===== config.mk =====
export PLATFORM = sky130hd
export DESIGN_NAME = xmem_hbridge
export DESIGN_NICKNAME = d
export VERILOG_FILES = /design/src/rtl/xmem_hbridge.sv
export SDC_FILE = /design/constraint.sdc
export NUM_CORES = 1
export LEC_CHECK = 0
export CAP_MARGIN = 20
export CORE_MARGIN = 4
export CORE_UTILIZATION = 30
export CTS_BUF_LIST = sky130_fd_sc_hd__clkbuf_4 sky130_fd_sc_hd__clkbuf_8 sky130_fd_sc_hd__clkbuf_16
export CTS_CLUSTER_DIAMETER = 100
export DETAILED_ROUTE_END_ITERATION = 7
export DONT_BUFFER_PORTS = 1
export GPL_ROUTABILITY_DRIVEN = 0
export PLACE_DENSITY_LB_ADDON = 0.12
export SYNTH_ARGS = -nofsm -noshare
export SYNTH_HDL_FRONTEND = slang
export SYNTH_SLANG_ARGS = --single-unit
export TNS_END_PERCENT = 10

===== constraint.sdc =====
create_clock -name clk -period 13.15 [get_ports clk]
set_input_delay 2.63 -clock clk [delete_from_list [all_inputs] [get_ports clk]]
set_output_delay 2.63 -clock clk [all_outputs]
set_load 0.1 [all_outputs]

===== src/rtl/xmem_hbridge.sv =====
// Splits 32-bit word accesses from the service processor into one or two
// 16-bit half-word beats on the memory controller, with a one-entry read buffer.
module xmem_hbridge #(
  parameter int mem_addr_width = 24,
  parameter bit enable_rbuf    = 1'b1
) (
  input  logic                        clk,
  input  logic                        reset,
  input  logic [2:31]                 xmem_adr_i,
  input  logic [0:31]                 xmem_dat_i,
  output logic [0:31]                 xmem_dat_o,
  input  logic                        xmem_we_i,
  input  logic [0:3]                  xmem_sel_i,
  input  logic                        xmem_stb_i,
  input  logic                        xmem_cyc_i,
  output logic                        xmem_ack_o,
  output logic [0:mem_addr_width-1]   mem_adr_o,
  output logic [0:15]                 mem_dat_o,
  input  logic [0:15]                 mem_dat_i,
  output logic                        mem_we_o,
  output logic [0:1]                  mem_sel_o,
  output logic                        mem_stb_o,
  output logic                        mem_cyc_o,
  input  logic                        mem_ack_i
);

  localparam int ALO = 33 - mem_addr_width;

  typedef enum logic [1:0] {IDLE, BEAT0, BEAT1, ACK} state_t;
  state_t state, state_nxt;

  logic [2:31]                 adr_q;
  logic                        we_q;
  logic [0:3]                  sel_q;
  logic [0:31]                 wdat_q;
  logic [0:15]                 rhi_q;
  logic                        abort_q;
  logic                        rbuf_vld;
  logic [2:31]                 rbuf_tag;
  logic [0:31]                 rbuf_dat;
  logic                        req;
  logic                        hit;
  logic [0:mem_addr_width-2]   cur_hadr;
  logic                        cur_we;
  logic [0:3]                  cur_sel;
  logic [0:31]                 cur_wdat;

  // In IDLE the beat registers load straight from the request being accepted.
  always_comb begin
    req      = xmem_cyc_i & xmem_stb_i;
    hit      = enable_rbuf && rbuf_vld && (rbuf_tag == xmem_adr_i) && !xmem_we_i;
    cur_hadr = (state == IDLE) ? xmem_adr_i[ALO:31] : adr_q[ALO:31];
    cur_we   = (state == IDLE) ? xmem_we_i  : we_q;
    cur_sel  = (state == IDLE) ? xmem_sel_i : sel_q;
    cur_wdat = (state == IDLE) ? xmem_dat_i : wdat_q;
  end

  always_comb begin
    state_nxt = state;
    case (state)
      IDLE: begin
        if (req) begin
          if (!xmem_we_i)             state_nxt = hit ? ACK : BEAT0;
          else if (|xmem_sel_i[0:1])  state_nxt = BEAT0;
          else if (|xmem_sel_i[2:3])  state_nxt = BEAT1;
          else                        state_nxt = ACK;
        end
      end
      BEAT0: begin
        if (mem_ack_i)
          state_nxt = (we_q && (sel_q[2:3] == 2'b00)) ? ACK : BEAT1;
      end
      BEAT1: begin
        if (mem_ack_i) state_nxt = ACK;
      end
      ACK:     state_nxt = IDLE;
      default: state_nxt = IDLE;
    endcase
  end

  always_ff @(posedge clk) begin
    if (reset) state <= IDLE;
    else       state <= state_nxt;
  end

  always_ff @(posedge clk) begin
    if (reset) begin
      xmem_ack_o <= 1'b0;
      xmem_dat_o <= '0;
      mem_stb_o  <= 1'b0;
      mem_cyc_o  <= 1'b0;
      mem_we_o   <= 1'b0;
      mem_sel_o  <= '0;
      mem_adr_o  <= '0;
      mem_dat_o  <= '0;
      rbuf_vld   <= 1'b0;
      abort_q    <= 1'b0;
    end else begin
      mem_stb_o  <= (state_nxt == BEAT0) || (state_nxt == BEAT1);
      mem_cyc_o  <= (state_nxt == BEAT0) || (state_nxt == BEAT1);
      xmem_ack_o <= 1'b0;
      // A cyc drop seen during the beats suppresses the ack even if cyc returns.
      if (state_nxt == ACK)
        xmem_ack_o <= xmem_cyc_i && ((state == IDLE) || !abort_q);

      if (state_nxt == BEAT0) begin
        mem_adr_o <= {cur_hadr, 1'b0};
        mem_dat_o <= cur_wdat[0:15];
        mem_sel_o <= cur_we ? cur_sel[0:1] : 2'b11;
      end else if (state_nxt == BEAT1) begin
        mem_adr_o <= {cur_hadr, 1'b1};
        mem_dat_o <= cur_wdat[16:31];
        mem_sel_o <= cur_we ? cur_sel[2:3] : 2'b11;
      end

      case (state)
        IDLE: begin
          if (req) begin
            adr_q    <= xmem_adr_i;
            we_q     <= xmem_we_i;
            sel_q    <= xmem_sel_i;
            wdat_q   <= xmem_dat_i;
            abort_q  <= 1'b0;
            mem_we_o <= xmem_we_i;
            if (xmem_we_i && (rbuf_tag == xmem_adr_i)) rbuf_vld <= 1'b0;
            if (hit) xmem_dat_o <= rbuf_dat;
          end
        end
        BEAT0: begin
          if (!xmem_cyc_i) abort_q <= 1'b1;
          if (mem_ack_i)   rhi_q   <= mem_dat_i;
        end
        BEAT1: begin
          if (!xmem_cyc_i) abort_q <= 1'b1;
          if (mem_ack_i && !we_q) begin
            xmem_dat_o <= {rhi_q, mem_dat_i};
            rbuf_vld   <= 1'b1;
            rbuf_tag   <= adr_q;
            rbuf_dat   <= {rhi_q, mem_dat_i};
          end
        end
        default: ;
      endcase
    end
  end

endmodule

==> impl_metrics.toml, run 1 <==
[outcome]
status = "complete, no violations"

[synthesis]
ys_types = 44
syn_area_sq_um = 9720
synth_compound_area_share_pct = 7.84
synth_edf_count = 145
synthMuxAreaShare_pct = 11.9
synth_seq_cells = 226
synth_top_family_by_area = "simple AND/OR/NAND/NOR gates"
synth_xor_area_share_pct = 2.70
ys_seq_area_share_pct = 61.5
synth_top_flop_cell = "edfxtp_1"
synth_fa_ha_area_share_pct = 0.901
synthSimpleGateAreaFrac_pct = 12.1
syn-num-nets = 860
avgSynthCellArea_sq_um = 12.7
synthesis.instances = 765
yosys_warnings = 0
async_flop_share_pct = 0

[global_route]
antenna_found_initial = 0
grt.overflow.total = 0
grt_pass1_wl_um = 39500
grt_max_degree = 100
grt_util_all_layers_pct = 14.0
grt_pass1_vias = 6325

[worst_hold_path]
hold_path.class = "register to register"
hold_depth = 0
hp-start = "adr_q[6]"
min_to = "rbuf_tag[6]"

[power_and_ir_drop]
p_leak_nw = 3.91
total_power_mw = 3.20
peakVddDrop_mv = 0.195
power.density_nw_per_um2 = 290

[route]
via_per_inst = 5.18
routed-via-count = 6199
drtAntennaViolNets = 0
drc = 0
drt_first_iter_violations = 400
dr.pass1.iters = 5
drt-wirelength-per-cell_um = 21.6
wl_um = 25900

[timing]
post-route-period-util_pct = 42.7
fin_setup_tns_ns = 0
fin_worst_skew_ns = 0.0187
maxSlewViolCount = 0
setup_slack_ns = 7.54
rsz0062_at_grt = "false"
setup_viol = 0
worst_slew_pin_slew_ns = 1.16
period_needed_ns = 5.61
max_slew_margin_pct = 22.3
fmax_mhz = 178
timing.hold.ws_ns = 0.421
hold_viol = 0

[clocking]
cts_buffers = 27
cts.sinks = 226
post_cts_resized = 0
cts_buffer_depth = 3
post-cts-setup-buffer-count = 0
cts_tree = "built"
cts_hold_buf = 0
cts_root_buffer = "clkbuf_16"
clkLatencyLatePin_ns = 0.55
cts_max_level = 1
path_clk_slew_ns = 0.06

[floorplan]
die-width_um = 188
coreArea_sq_um = 31800
fp.dieH_um = 188
design.die.area_sq_um = 35400
initial_utilization_pct = 30.6
rows = 65
io_pins = 166

[flow_run]
cap_violations = 0

[critical_path]
slowest_delay_ns = 0.89
slowest_stage = "or4_4"
reg2regPathDepth = 11
worstReg2RegEnd = "mem_adr_o[20]"
crit_fanout = 65
cp.required_ns = 13.64
reg2reg_setup_slack_ns = 9.04
path_buf_inv = 1
cp.arrival_ns = 6.09
crit_type = "input pin to register"
cpLargestDelayFamily = "simple AND/OR/NAND/NOR gates"
worst_r2r_startpoint = "state[0]"
end_kind = "register"
timing.critical_path.mode_cell = "a21oi_1"
crit_start = "xmem_adr_i[7]"
cp_cell_sequence = "xnor2_1 > nand4_1 > or4_4 > or2_2 > a21oi_1 > ha_1 > clkinv_1 > nor3_1 > a21oi_1 > nor2_1"
cp-start-kind = "input pin"

[final_layout]
antenna_cells = 0
fillCellCount = 3059
area_delta_synth_final_pct = 13.5
final_common_cell = "edfxtp_1"
finish.utilization_pct = 34.7
drive_above_1_share_pct = 15.5
nets = 835
final_cell_mix = "edfxtp_1 (145), dfxtp_1 (80), nor2_1 (72), nand2_1 (40), mux2i_1 (39)"

[place]
pre_cts_ws_ns = 6.91
hpwlAfterDp_um = 16000
portBuffers = 0
==> worst max path at each step <==
stage	end	depth (start not counted)
finish	mem_adr_o[20]	10
global route	mem_adr_o[20]	10
global placement	mem_adr_o[20]	10
floorplan	adr_q[10]	3
detailed placement	mem_adr_o[20]	10
CTS	mem_adr_o[20]	10
==> worst reg2reg max path, stage by stage (launching register included) <==
cell and delay, ns:
dfxtp_1 0.32, inv_1 0.12, ha_4 0.59, buf_4 0.71
nor2_1 0.26, a22o_1 0.32, a21oi_1 0.26, ha_1 0.21
clkinv_1 0.67, nor3_1 0.41, a21oi_1 0.07, nor2_1 0.11
==> flip-flops by register name, summed over array words and instances (netlist names) <==
| register | flops |
|---|---|
| abort_q | 1 |
| adr_q | 30 |
| mem_adr_o | 24 |
| mem_cyc_o | 1 |
| mem_dat_o | 16 |
| mem_sel_o | 2 |
| mem_we_o | 1 |
| rbuf_dat | 32 |
| rbuf_tag | 30 |
| rbuf_vld | 1 |
| rhi_q | 16 |
| sel_q | 4 |
| state | 2 |
| wdat_q | 32 |
| we_q | 1 |
| xmem_ack_o | 1 |
| xmem_dat_o | 32 |
==> stage by stage <==
stage | cell area, sq um | cells
after floorplan | 9720 | 765
after CTS | 11000 | 1195
final | 11000 | 1196
after global placement | 10100 | 1145
after global routing | 11000 | 1196
after detailed placement | 10100 | 1145
==> report_power, final <==
part | internal [mW] | switching [mW]
registers | 0.877 | 0.669
clock network | 0.467 | 0.298
logic | 0.354 | 0.535
==> per-layer routing <==
layer	GRT usage [%]	up-vias	share of wire [%]
li1	-	2904	-
met4	3.61	0	2.5
met1	17.2	3074	40
met5	0	-	0
met3	5.29	49	9.6
met2	23.2	172	48
==> cell type report <==
type                    count  area [sq um]  area share, %
clock inverters            14           158           1.43
flip-flops and latches    226          5980           54.2
multi-input cells         468          3480           31.6
repair buffers             10          82.6          0.749
well taps                 435           544           4.93
clock buffers              36           762           6.91
inverters                   7          26.3          0.238
==> cells by family after synthesis <==
logic type,count (synthesis)
AOI/OAI and AO/OA,110
xor gates and xnor gates,30
adders and majority gates,7
buffers and inverters,71
DFF,226
muxes,89
and+or+nand+nor,232
==> cell usage after synthesis, types with 7 or more instances <==
cell type / number / area [sq um]
edfxtp_1: 145 / 4350
dfxtp_1: 81 / 1620
nor2_1: 73 / 274
clkbuf_1: 50 / 188
nand2_1: 40 / 150
mux2i_1: 39 / 390
a31oi_1: 33 / 206
and3_1: 33 / 206
nand3_1: 33 / 165
mux2_2: 32 / 360
o2111ai_1: 32 / 280
or4_1: 32 / 240
a21oi_1: 26 / 130
mux4_2: 18 / 405
xor2_1: 16 / 140
xnor2_1: 14 / 123
ha_1: 7 / 87.6
No activity file was read; power rests on OpenSTA's default activity.
==> run 2: changes to the inputs <==
Clock period 13.15 ns to 5.9 ns, I/O delays scaled along.
==> impl_metrics.toml, run 2 (same netlist as run 1, synthesis figures left out) <==
[worst_hold_path]
hold_path.class = "register to register"
hold_depth = 0
min_to = "rbuf_tag[7]"
hp-start = "adr_q[7]"

[timing]
fmax_mhz = 236
post-route-period-util_pct = 71.9
worst_slew_pin_slew_ns = 1.13
period_needed_ns = 4.24
timing.hold.ws_ns = 0.424
fin_setup_tns_ns = 0
hold_viol = 0
rsz0062_at_grt = "false"
max_slew_margin_pct = 24.6
setup_viol = 0
maxSlewViolCount = 0
fin_worst_skew_ns = 0.0190

[flow_run]
cap_violations = 0

[floorplan]
initial_utilization_pct = 30.6
fp.dieH_um = 188
design.die.area_sq_um = 35400
die-width_um = 188
rows = 65
io_pins = 166
coreArea_sq_um = 31800

[critical_path]
crit_type = "input pin to register"
worstReg2RegEnd = "mem_adr_o[20]"
end_kind = "register"
cp.arrival_ns = 4.72
crit_fanout = 65
worst_r2r_startpoint = "rbuf_tag[25]"
cp-start-kind = "input pin"
cp.required_ns = 6.38
reg2regPathDepth = 10
reg2reg_setup_slack_ns = 1.90

[route]
dr.pass1.iters = 4
route.top_layer_used = "met4"
via_per_inst = 5.21
drc = 0
wl_um = 26100
routed-via-count = 6242
drt-met1-wl_um = 10700
drtAntennaViolNets = 0
drt_first_iter_violations = 315
met2_wirelength_um = 12600
wl_met3_um = 2170
drt-wirelength-per-cell_um = 21.8

[place]
portBuffers = 0
hpwlAfterDp_um = 16300
placed_area_sq_um = 10100

[power_and_ir_drop]
p_leak_nw = 3.94
power.density_nw_per_um2 = 644
total_power_mw = 7.14
peakVddDrop_mv = 0.315

[clocking]
cts_buffer_depth = 3
post-cts-setup-buffer-count = 0
post_cts_resized = 0
cts_tree = "built"
path_clk_slew_ns = 0.06
cts_hold_buf = 0
cts_root_buffer = "clkbuf_16"
clkLatencyLatePin_ns = 0.54
cts_buffers = 27
cts.sinks = 226
cts_max_level = 1

[global_route]
grt_pass1_wl_um = 40200
antenna_found_initial = 0
grt_pass1_vias = 6462
grt.overflow.total = 0
grt_max_degree = 100
grt_util_all_layers_pct = 14.2

[final_layout]
final_common_cell = "edfxtp_1"
nets = 837
largestRegisters = "rbuf_dat (32), wdat_q (32), xmem_dat_o (32)"
fillCellCount = 3094
finish.utilization_pct = 34.9
drive_above_1_share_pct = 16.1
area_delta_synth_final_pct = 14.1
antenna_cells = 0
final_area_sq_um = 11100
final_cell_mix = "edfxtp_1 (145), dfxtp_1 (80), nor2_1 (72), nand2_1 (40), mux2i_1 (39)"

[outcome]
status = "complete, no violations"
[run 2: layer usage]
metal	GRT usage, %	vias up
li1	-	2904
met1	17.1	3124
met2	24.2	172
met3	5.10	42
met4	3.87	0
met5	0	-
[run 2: worst max path at each step]
stage,startpoint,endpoint,slack [ns],depth (start not counted)
detailed placement,xmem_adr_i[18],mem_adr_o[20],1.13,10
global placement,xmem_adr_i[25],mem_adr_o[20],1.17,10
floorplan,reset,adr_q[10],0.99,3
finish,xmem_adr_i[18],mem_adr_o[20],1.66,10
CTS,xmem_adr_i[18],mem_adr_o[20],1.69,10
global route,xmem_adr_i[7],mem_adr_o[20],1.37,10
[run 2: cell type report]
| cell class | instances | area [sq um] | share of cell area, % |
|---|---|---|---|
| flip-flops and latches | 226 | 5980 | 53.9 |
| inverters | 7 | 26.3 | 0.237 |
| well taps | 435 | 544 | 4.91 |
| clock inverters | 8 | 106 | 0.959 |
| repair buffers | 12 | 128 | 1.15 |
| clock buffers | 42 | 832 | 7.50 |
| multi-input cells | 468 | 3480 | 31.4 |
[run 2: metrics by stage]
| stage | instances | setup WS [ns] |
|---|---|---|
| finish | 1198 | 1.66 |
| global route | 1198 | 1.37 |
| CTS | 1196 | 1.69 |
| detailed placement | 1146 | 1.13 |
| global placement | 1146 | 1.17 |
| floorplan | 765 | 0.988 |
[run 2: report_power, final]
part	switching, mW	internal [mW]	leakage (nW)	total [mW]
clock network	0.656	1.06	0.473	1.72
logic	1.19	0.806	1.49	1.99
registers	1.48	1.95	1.98	3.44
total	3.33	3.82	3.94	7.14
[run 2: worst max-delay path: stages]
cell and delay, ns:
xnor2_1 0.15, nand4_1 0.23, or4_4 0.91, or2_2 0.44, a21oi_1 0.27, ha_1 0.29
clkinv_1 0.65, nor3_1 0.37, a21oi_1 0.06, nor2_1 0.11
